File: config.mk
export PLATFORM = sky130hd
export DESIGN_NAME = vga_timing_gen
export DESIGN_NICKNAME = d
export VERILOG_FILES = /design/src/rtl/vga_timing_pkg.sv /design/src/rtl/vga_sync_delay.sv /design/src/rtl/vga_timing_gen.sv
export SDC_FILE = /design/constraint.sdc
export NUM_CORES = 1
export LEC_CHECK = 0
export ABC_AREA = 1
export BUFFER_PORTS_ARGS = -buffer_cell sky130_fd_sc_hd__buf_2
export CORE_MARGIN = 2
export CORE_UTILIZATION = 45
export CTS_CLUSTER_DIAMETER = 150
export CTS_CLUSTER_SIZE = 12
export DETAILED_ROUTE_END_ITERATION = 16
export GPL_TIMING_DRIVEN = 1
export PLACE_DENSITY = 0.71
export SYNTH_ARGS = -nofsm -noshare
export SYNTH_HDL_FRONTEND = slang
export SYNTH_SLANG_ARGS = --single-unit
File: constraint.sdc
create_clock -name clk -period 3.45 [get_ports clk]
set_input_delay 0.1725 -clock clk [delete_from_list [all_inputs] [get_ports clk]]
set_output_delay 0.1725 -clock clk [all_outputs]
set_load 0.02 [all_outputs]
File: src/rtl/vga_timing_pkg.sv
// Shared timing constants, the sync/bright bit bundle and configuration helpers
// for the VGA raster timing generator.
package vga_timing_pkg;

    localparam int DEF_CLK_DIV  = 4;
    localparam int DEF_CNT_W    = 10;
    localparam int DEF_H_SYNC   = 96;
    localparam int DEF_H_BP     = 48;
    localparam int DEF_H_ACTIVE = 640;
    localparam int DEF_H_FP     = 16;
    localparam int DEF_V_SYNC   = 2;
    localparam int DEF_V_BP     = 33;
    localparam int DEF_V_ACTIVE = 480;
    localparam int DEF_V_FP     = 10;

    typedef struct packed {
        logic hs;
        logic vs;
        logic br;
    } sync_bits_t;

    // Decode state at raster position (0,0): inside both sync pulses, not bright.
    localparam sync_bits_t SYNC_RST = '{hs: 1'b1, vs: 1'b1, br: 1'b0};

    function automatic int h_total(input int sync, input int bp, input int act, input int fp);
        return sync + bp + act + fp;
    endfunction

    function automatic int v_total(input int sync, input int bp, input int act, input int fp);
        return sync + bp + act + fp;
    endfunction

    function automatic int h_act_start(input int sync, input int bp);
        return sync + bp;
    endfunction

    function automatic int v_act_start(input int sync, input int bp);
        return sync + bp;
    endfunction

    function automatic bit cfg_ok(input int cnt_w, input int htot, input int vtot,
                                  input int clk_div, input int pipe_delay);
        longint lim;
        lim = longint'(1) << cnt_w;
        return (cnt_w >= 1) && (cnt_w <= 31) &&
               (longint'(htot) - 1 < lim) && (longint'(vtot) - 1 < lim) &&
               (clk_div >= 1) && (pipe_delay >= 0) && (pipe_delay <= 15);
    endfunction

endpackage

File: src/rtl/vga_sync_delay.sv
// Pixel-tick shift register that lines hsync/vsync/bright up with a downstream
// pixel pipeline; depth 0 degenerates to a plain wire.
module vga_sync_delay
    import vga_timing_pkg::*;
#(
    parameter int DEPTH = 0
) (
    input  logic       clk,
    input  logic       rst_n,
    input  logic       adv,
    input  sync_bits_t din,
    output sync_bits_t dout
);

    if (DEPTH == 0) begin : g_wire
        logic unused_ok;
        assign unused_ok = clk ^ rst_n ^ adv;
        assign dout = din;
    end else begin : g_shift
        sync_bits_t stage [DEPTH];

        // Reset fills every stage with the (0,0) decode so no old frame leaks out.
        always_ff @(posedge clk or negedge rst_n) begin
            if (!rst_n) begin
                for (int i = 0; i < DEPTH; i++) stage[i] <= SYNC_RST;
            end else if (adv) begin
                stage[0] <= din;
                for (int i = 1; i < DEPTH; i++) stage[i] <= stage[i-1];
            end
        end

        assign dout = stage[DEPTH-1];
    end

endmodule

File: src/rtl/vga_timing_gen.sv
// Single-clock VGA raster timing generator: clock-enable divider, h/v counters,
// registered sync/active decode, active-area coordinates and line/frame pulses.
module vga_timing_gen
    import vga_timing_pkg::*;
#(
    parameter int CLK_DIV    = DEF_CLK_DIV,
    parameter int CNT_W      = DEF_CNT_W,
    parameter int H_SYNC     = DEF_H_SYNC,
    parameter int H_BP       = DEF_H_BP,
    parameter int H_ACTIVE   = DEF_H_ACTIVE,
    parameter int H_FP       = DEF_H_FP,
    parameter int V_SYNC     = DEF_V_SYNC,
    parameter int V_BP       = DEF_V_BP,
    parameter int V_ACTIVE   = DEF_V_ACTIVE,
    parameter int V_FP       = DEF_V_FP,
    parameter bit HS_POL     = 1'b0,
    parameter bit VS_POL     = 1'b0,
    parameter int PIPE_DELAY = 0
) (
    input  logic             clk,
    input  logic             rst_n,
    input  logic             en,
    output logic             pix_en,
    output logic [CNT_W-1:0] hCount,
    output logic [CNT_W-1:0] vCount,
    output logic [CNT_W-1:0] pix_x,
    output logic [CNT_W-1:0] pix_y,
    output logic             hsync,
    output logic             vsync,
    output logic             bright,
    output logic             line_start,
    output logic             frame_start
);

    localparam int H_TOT = h_total(H_SYNC, H_BP, H_ACTIVE, H_FP);
    localparam int V_TOT = v_total(V_SYNC, V_BP, V_ACTIVE, V_FP);
    localparam int H_ST  = h_act_start(H_SYNC, H_BP);
    localparam int V_ST  = v_act_start(V_SYNC, V_BP);

    if (!cfg_ok(CNT_W, H_TOT, V_TOT, CLK_DIV, PIPE_DELAY)) begin : g_cfg_err
        $error("vga_timing_gen: CNT_W too narrow, CLK_DIV < 1 or PIPE_DELAY > 15");
    end

    localparam logic [CNT_W-1:0] H_LAST   = CNT_W'(H_TOT - 1);
    localparam logic [CNT_W-1:0] V_LAST   = CNT_W'(V_TOT - 1);
    localparam logic [CNT_W-1:0] H_SYNC_C = CNT_W'(H_SYNC);
    localparam logic [CNT_W-1:0] V_SYNC_C = CNT_W'(V_SYNC);
    localparam logic [CNT_W-1:0] H_ST_C   = CNT_W'(H_ST);
    localparam logic [CNT_W-1:0] V_ST_C   = CNT_W'(V_ST);
    localparam logic [CNT_W-1:0] H_END_C  = CNT_W'(H_ST + H_ACTIVE - 1);
    localparam logic [CNT_W-1:0] V_END_C  = CNT_W'(V_ST + V_ACTIVE - 1);

    localparam int               DIV_W    = (CLK_DIV > 1) ? $clog2(CLK_DIV) : 1;
    localparam logic [DIV_W-1:0] DIV_LAST = DIV_W'(CLK_DIV - 1);

    logic [DIV_W-1:0] div_cnt;
    logic [CNT_W-1:0] h_next, v_next, x_next, y_next;
    logic             h_wrap, v_wrap, in_active;
    sync_bits_t       raw_q, raw_next, raw_d;

    always_ff @(posedge clk or negedge rst_n) begin
        if (!rst_n) begin
            div_cnt <= '0;
        end else if (en) begin
            div_cnt <= (div_cnt == DIV_LAST) ? '0 : div_cnt + 1'b1;
        end
    end

    assign pix_en = en && (div_cnt == DIV_LAST);

    // Decodes are taken from the next position so the registered copies line up
    // with hCount/vCount in the same cycle.
    always_comb begin
        h_wrap      = (hCount == H_LAST);
        v_wrap      = (vCount == V_LAST);
        h_next      = h_wrap ? '0 : hCount + 1'b1;
        v_next      = vCount;
        if (h_wrap) begin
            v_next  = v_wrap ? '0 : vCount + 1'b1;
        end
        in_active   = (h_next >= H_ST_C) && (h_next <= H_END_C) &&
                      (v_next >= V_ST_C) && (v_next <= V_END_C);
        raw_next.hs = (h_next < H_SYNC_C);
        raw_next.vs = (v_next < V_SYNC_C);
        raw_next.br = in_active;
        x_next      = in_active ? h_next - H_ST_C : '0;
        y_next      = in_active ? v_next - V_ST_C : '0;
    end

    always_ff @(posedge clk or negedge rst_n) begin
        if (!rst_n) begin
            hCount <= '0;
            vCount <= '0;
            pix_x  <= '0;
            pix_y  <= '0;
            raw_q  <= SYNC_RST;
        end else if (pix_en) begin
            hCount <= h_next;
            vCount <= v_next;
            pix_x  <= x_next;
            pix_y  <= y_next;
            raw_q  <= raw_next;
        end
    end

    // Pulses are one clk wide by construction and cannot re-fire while en is low.
    always_ff @(posedge clk or negedge rst_n) begin
        if (!rst_n) begin
            line_start  <= 1'b0;
            frame_start <= 1'b0;
        end else begin
            line_start  <= pix_en && h_wrap;
            frame_start <= pix_en && h_wrap && v_wrap;
        end
    end

    vga_sync_delay #(
        .DEPTH (PIPE_DELAY)
    ) u_sync_delay (
        .clk   (clk),
        .rst_n (rst_n),
        .adv   (pix_en),
        .din   (raw_q),
        .dout  (raw_d)
    );

    assign hsync  = raw_d.hs ? HS_POL : ~HS_POL;
    assign vsync  = raw_d.vs ? VS_POL : ~VS_POL;
    assign bright = raw_d.br;

endmodule

==> results of run 1 <==
worst paths after layout:
path	start	end	slack, ns	cells after the start
max	hCount[1]$_DFFE_PN0P_	pix_y[1]$_DFFE_PN0P_	0.61	18
min	rst_n	div_cnt[1]$_DFFE_PN0P_	0.06	1
max reg2reg	hCount[1]$_DFFE_PN0P_	pix_y[1]$_DFFE_PN0P_	0.61	18
min reg2reg	pix_x[5]$_DFFE_PN0P_	pix_x[5]$_DFFE_PN0P_	0.48	2
max in group asynchronous	rst_n	hCount[7]$_DFFE_PN0P_	2.74	1
min in group clk	en	div_cnt[0]$_DFFE_PN0P_	0.09	2
sequential cells by signal (all words and copies together), names as in the netlist:
signal       cells
hCount          10
raw_q            3
div_cnt          2
pix_y           10
vCount          10
line_start       1
pix_x           10
frame_start      1
synth_stat cells, types with 2 or more instances:
cell and number:
nand2_1 146, inv_1 49, dfrtp_1 45, nand3_1 38, o21ai_0 32, nor2_1 22
ha_1 11, nand4_1 8, nand2_2 7, nand3b_1 7, xor2_1 7, clkbuf_1 6
nor2_4 5, a21oi_1 4, nand3_2 4, inv_2 3, buf_2 2, buf_6 2
dfstp_2 2, o22ai_1 2, xnor2_1 2
cell usage in the layout (no fill, tap or decap), types with 2 or more instances in the layout:
cell type and count:
buf_2 48, nand2_1 146, o21ai_0 32, nor2_4 5, nand3_2 4, clkbuf_8 6
nand2_2 7, inv_1 49, dfrtp_1 45, nand4_1 8, xor2_1 7, nor2_1 22
nand3b_1 7, nand3_1 38, a21oi_1 4, inv_2 3, o22ai_1 2, dfstp_2 2
ha_1 11, xnor2_1 2
report_power, final:
| part | switching (W) | internal (W) |
|---|---|---|
| clock network | 0.000201 | 0.000239 |
| registers | 0.0000709 | 0.000614 |
| logic | 0.000427 | 0.000192 |
| total | 0.000699 | 0.00104 |
area by class of cell:
type | count | area, sq um
timing repair buffer | 49 | 247.7
tap | 77 | 96.34
multi-input combinational | 304 | 1564
sequential | 47 | 1179
clock inverter | 2 | 38.79
fill | 628 | 2983
inverter | 52 | 195.2
clock buffer | 6 | 82.58
layer usage:
layer / vias to the layer above / track usage / wire length (um)
li1: 1399 / - / -
met1: 1306 / 0.2637 / 3083
met2: 69 / 0.3594 / 3613
met3: 14 / 0.03465 / 308
met4: 0 / 0.06638 / 126
met5: - / 0 / 0
cell families after synthesis:
family | Yosys count
DFF | 47
buffers and inverters | 62
and+or+nand+nor | 242
muxes | 1
adders and majority gates | 11
xor gates and xnor gates | 9
AOI/OAI and AO/OA | 41
through the flow:
| step | instance area [sq um] | hold slack (ns) | power (W) |
|---|---|---|---|
| floorplan | 2993 | -0.1231 | 0.001141 |
| global placement | 3282 | 0.3988 | 0.001297 |
| detailed placement | 3282 | 0.4042 | 0.001313 |
| CTS | 3403 | 0.07300 | 0.001758 |
| global route | 3403 | 0.09463 | 0.001872 |
| finish | 3403 | 0.06128 | 0.001743 |
worst reg2reg max path: cells and delay by family, from the launching register on:
| family | cells | cell delay, ns |
|---|---|---|
| adder cells (fa/ha/maj) | 2 | 0.44 |
| buffers and inverters | 1 | 0.07 |
| flip-flops | 1 | 0.45 |
| AND/OR/NAND/NOR | 15 | 1.83 |
==> reports/results.tsv, run 1 <==
stage	metric	value	unit
logic_synthesis	Synth Area in Adders	0.04599	
power_and_ir_drop	Power Density	512.2	nW/um^2
cts	TritonCTS buffer count	5	
die	# IOs	49	
final_layout	share of cells above drive strength 1	0.1826	
timing	final setup fails	0	
setup_path	crit end category	flip-flop	
routing	DRT antenna net count	0	
cts	CTS Hold Bufs	0	
setup_path	critical path peak fanout	18	
status	status	finished clean	
logic_synthesis	Synth top area share	0.3763	
cts	Post-CTS Resized	0	
place	port buffer count	48	
place	Placer Congestion	0.8970	
logic_synthesis	XOR/XNOR Fraction of Synth Area	0.02634	
grt	vias in the first global route	2663	
setup_path	WP buf/inv	1	
grt	total grt overflow	0	
setup_path	Worst Setup Start Kind	flip-flop	
cts	clock sinks	47	
grt	global-route wire length before repair	12220	um
timing	max-slew violations	0	
timing	slew margin rel.	0.2891	
logic_synthesis	synth top area cells	dfrtp_1 38%, nand2_1 18%, nand3_1 6.4%	
routing	Wirelength per Cell	13.28	um
timing	RSZ-0062 raised after global routing	no	
logic_synthesis	#FFs+latches synth	47	
logic_synthesis	Synth Instances	413	
routing	DRT Pass-1 Iters	4	
logic_synthesis	Simple-Gate Fraction of Synth Area	0.3737	
logic_synthesis	Synth async-reset ratio	1.000	
place	placed cells	529	
logic_synthesis	count of flip-flops with a built-in enable after synthesis	0	
power_and_ir_drop	Static Leakage	1.950	nW
logic_synthesis	mux contribution to synthesized area	0.003763	
cts	# H-tree levels	2	
final_layout	synthesis-to-layout area growth	13.71	%
routing	DRC viols	0	
die	Die Ht	85.55	um
cts	Clk Latency, worst-skew pair	0.31	ns
logic_synthesis	largest family of logic cells by synthesized area	simple AND/OR/NAND/NOR gates	
setup_path	CP arrival	3.08	ns
logic_synthesis	Syn Nets	427	
routing	Routed Wire Length	7131	um
setup_path	CP peak stage delay	0.45	ns
setup_path	most frequent cell on the critical path	nand2_1	
logic_synthesis	syn avg cell area	7.247	sq um
logic_synthesis	compound-gate portion of the synthesized area	0.07274	
die	die width	85.55	um
logic_synthesis	Mapped Area	2993	sq um
timing	setup ws final	0.6123	ns
logic_synthesis	cell taking the most area after synthesis	dfrtp_1	
die	Core Region	6386	sq um
setup_path	crit path kind	reg2reg	
grt	GRT Util Overall	0.2071	
setup_path	Worst EP required	3.69	ns
final_layout	non-filler cells, final	537	
final_layout	number of diodes	0	
place	dpl ws	0.6442	ns
timing	Final min period	2.838	ns
timing	Clock Skew	0.009768	ns
die	die area	7319	sq um
die	row count	29	
logic_synthesis	synth warn	0	
logic_synthesis	number of distinct library cells after synthesis	30	
setup_path	cells along the critical path	ha_1 > nand2_2 > nor2_8 > nand3_4 > nand3_1 > ha_1 > nand3_1 > nor2_1 > nand2_1 > nand2_1 > nand2_1 > nand2_1 > nand2_1 > inv_1 > nand2_2 > nor2_4 > nand3b_1 > nand2_1	
power_and_ir_drop	Max VDD drop	0.5073	mV
routing	initial detailed-routing violation count	215	
logic_synthesis	sequential fraction of the synthesis area	0.3938	
cts	CTS tree	built	
setup_path	Slowest-stage cell, CP	dfrtp_1	
place	DP HPWL	5202	um
cts	post-CTS setup buffer count	0	
setup_path	delay-heaviest family, CP	simple AND/OR/NAND/NOR gates	
routing	total number of vias	2788	
logic_synthesis	ys flop type	dfrtp_1	
final_layout	nets	473	
die	Initial Utilization	0.4687	
timing	Slew @ Worst Pin	1.066	ns
cts	clk buf depth	2	
hold_path	HP Class	in2async	
timing	final hold vios	0	
timing	fmax	0.3524	GHz
final_layout	Finished Core Util	0.5329	
timing	Final period util	0.8225	
timing	setup_tns	0	ns
run	Max Cap Violations	0	
grt	initial antenna violation count	0	
routing	DR vias/cell	5.192	
cts	CTS clock-pin slew for the worst setup and hold paths	0.09	ns
grt	largest net degree at the start of global routing	52	
cts	root buffer cell	clkbuf_8	
Note: power is estimated with default switching activity, not from simulation.
==> inputs of run 2 (changes only) <==
Settings changed: PLACE_DENSITY 0.71 to 0.74.
Clock period 3.45 ns to 2.6 ns, I/O delays scaled along.
==> reports/results.tsv, run 2 (synthesis gave the netlist of run 1 again) <==
stage	metric	value	unit	change
status	status	finished clean		unchanged
die	die width	85.55	um	unchanged
setup_path	Worst EP required	2.83	ns	was 3.69 ns
setup_path	CP peak stage delay	0.38	ns	was 0.45 ns
die	Die Ht	85.55	um	unchanged
cts	CTS clock-pin slew for the worst setup and hold paths	0.09	ns	about the same
power_and_ir_drop	Max VDD drop	0.4399	mV	was 0.5073 mV
timing	Clock Skew	0.005946	ns	was 0.009768 ns
setup_path	crit end category	flip-flop		unchanged
routing	Wirelength per Cell	12.98	um	was 13.28 um
final_layout	nets	488		was 473
timing	setup_tns	0	ns	unchanged
place	dpl ws	0.01172	ns	was 0.6442 ns
routing	DRT antenna net count	0		unchanged
die	row count	29		unchanged
routing	total number of vias	2878		was 2788
grt	vias in the first global route	2770		was 2663
place	port buffer count	48		unchanged
place	DP HPWL	5202	um	unchanged
timing	setup ws final	0.2000	ns	was 0.6123 ns
routing	Routed Wire Length	7164	um	was 7131 um
die	die area	7319	sq um	unchanged
power_and_ir_drop	Static Leakage	2.010	nW	was 1.950 nW
setup_path	R2R Setup Slk	0.20	ns	was 0.61 ns
die	Initial Utilization	0.4687		unchanged
power_and_ir_drop	total net switching power	0.0009306	W	was 0.0006986 W
cts	Clk Latency, worst-skew pair	0.30	ns	was 0.31 ns
timing	Final period util	0.9231		was 0.8225
die	# IOs	49		unchanged
place	Post-DP Area	3364	sq um	was 3282 sq um
setup_path	CP arrival	2.63	ns	was 3.08 ns
routing	DRT Pass-1 Iters	4		unchanged
setup_path	cells along the critical path	ha_2 > nand2_2 > nor2_8 > nand3_4 > buf_6 > nand2_1 > nand2_2 > inv_1 > ha_1 > inv_1 > nand2_1 > nand3_1 > o21ai_0 > nand3_1 > o21ai_0		was ha_1 > nand2_2 > nor2_8 > nand3_4 > nand3_1 > ha_1 > nand3_1 > nor2_1 > nand2_1 > nand2_1 > nand2_1 > nand2_1 > nand2_1 > inv_1 > nand2_2 > nor2_4 > nand3b_1 > nand2_1
cts	clk buf depth	2		unchanged
cts	TritonCTS buffer count	5		unchanged
cts	clock sinks	47		unchanged
final_layout	share of cells above drive strength 1	0.2253		was 0.1826
final_layout	design area	3531	sq um	was 3403 sq um
final_layout	non-filler cells, final	552		was 537
setup_path	critical path peak fanout	17		was 18
run	Max Cap Violations	0		unchanged
setup_path	Worst Setup Start Kind	flip-flop		unchanged
timing	slew margin rel.	0.3048		was 0.2891
place	placed cells	540		was 529
grt	largest net degree at the start of global routing	52		unchanged
place	Placer Congestion	0.8935		was 0.8970
timing	max-slew violations	0		unchanged
hold_path	HP Class	in2async		unchanged
final_layout	# fillers	601		was 628
setup_path	delay-heaviest family, CP	simple AND/OR/NAND/NOR gates		unchanged
grt	global-route wire length before repair	12140	um	was 12220 um
power_and_ir_drop	Power Density	641.1	nW/um^2	was 512.2 nW/um^2
setup_path	crit path kind	reg2reg		unchanged
final_layout	number of diodes	0		unchanged
grt	GRT Util Overall	0.2065		was 0.2071
power_and_ir_drop	internal power	0.001333	W	was 0.001045 W
routing	DRC viols	0		unchanged
final_layout	synthesis-to-layout area growth	17.98	%	was 13.71%
grt	initial antenna violation count	0		unchanged
setup_path	Slowest-stage cell, CP	dfrtp_1		unchanged
timing	Slew @ Worst Pin	1.043	ns	was 1.066 ns
power_and_ir_drop	combinational share of power	0.399		was 0.355
timing	Final min period	2.400	ns	was 2.838 ns
power_and_ir_drop	sequential group share of total power	0.392		was 0.393
routing	DR vias/cell	5.214		was 5.192
die	Core Region	6386	sq um	unchanged
cts	CTS Hold Bufs	0		unchanged
timing	final setup fails	0		unchanged
power_and_ir_drop	switch share	0.4111		was 0.4007
cts	# H-tree levels	2		unchanged
cts	root buffer cell	clkbuf_8		unchanged
final_layout	most frequent cells in the layout	142 x nand2_1, 49 x inv_1, 48 x buf_2, 44 x dfrtp_1, 37 x nand3_1		was 146 x nand2_1, 49 x inv_1, 48 x buf_2, 45 x dfrtp_1, 38 x nand3_1
final_layout	commonest non-fill, non-tap cell in the layout	nand2_1		unchanged
timing	final hold vios	0		unchanged
timing	fmax	0.4167	GHz	was 0.3524 GHz
power_and_ir_drop	clock network power share	0.210		was 0.252
routing	initial detailed-routing violation count	207		was 215
cts	CTS tree	built		unchanged
grt	total grt overflow	0		unchanged
setup_path	WP buf/inv	3		was 1
## run 2: changes by cell type in the layout (fill, tap and decap cells not counted), sizes merged
| cell | previous run | this run |
|---|---|---|
| inv | 53 | 52 |
| buf | 49 | 64 |
| clkinvlp | 0 | 1 |
| bufinv | 1 | 0 |
| clkinv | 0 | 1 |
## run 2: path summary, 6_finish.rpt
check,start,end,depth (start not counted)
max,hCount[1]$_DFFE_PN0P_,pix_x[2]$_DFFE_PN0P_,15
min,rst_n,div_cnt[0]$_DFFE_PN0P_,1
max reg2reg,hCount[1]$_DFFE_PN0P_,pix_x[2]$_DFFE_PN0P_,15
min reg2reg,div_cnt[0]$_DFFE_PN0P_,div_cnt[0]$_DFFE_PN0P_,1
max in group asynchronous,rst_n,hCount[2]$_DFFE_PN0P_,1
min in group clk,en,div_cnt[0]$_DFFE_PN0P_,2
## run 2: per-layer routing
metal  part of all wire  vias to the layer above  routed length, um  global-route usage
li1                   -                     1433                  -                   -
met1               0.42                     1346               3031              0.2437
met2               0.51                       79               3637              0.3679
met3              0.046                       20                326             0.03657
met4              0.023                        0                168             0.08947
met5                  0                        -                  0                   0
## run 2: repair_timing
action / CTS / global route
setup buffers: 1 / 3
resized for setup: 0 / 12
setup endpoints to repair: 4 / 21
pin swaps: 1 / 1
## run 2: cell type report
type                            count  area, sq um  area share
Clock inverter                      2        16.27    0.004607
Tap cell                           77        96.34     0.02729
Clock buffer                        6        82.58     0.02339
Sequential cell                    47         1180      0.3342
Inverter                           52        195.2     0.05528
Multi-Input combinational cell    304         1584      0.4486
Timing Repair Buffer               64        376.6      0.1067
## run 2: stage by stage
stage	power (W)	util	hold WS, ns
5_1_grt	0.002426	0.5529	0.04747
2_1_floorplan	0.001515	-	-0.1656
4_1_cts	0.002259	0.5455	0.03214
6_report	0.002264	0.5529	0.002147
3_5_place_dp	0.001783	0.5268	0.3690
3_3_place_gp	0.001761	0.5268	0.3560
## run 2: power by group through the flow
| stage | clock, W | combinational (W) | sequential (W) |
|---|---|---|---|
| after CTS | 0.000486 | 0.000881 | 0.000891 |
| after global placement | 0 | 0.000861 | 0.000900 |
| final | 0.000474 | 0.000903 | 0.000887 |
| after detailed placement | 0 | 0.000876 | 0.000906 |
| after global routing | 0.000508 | 0.00102 | 0.000899 |
| after floorplan | 0 | 0.000543 | 0.000971 |
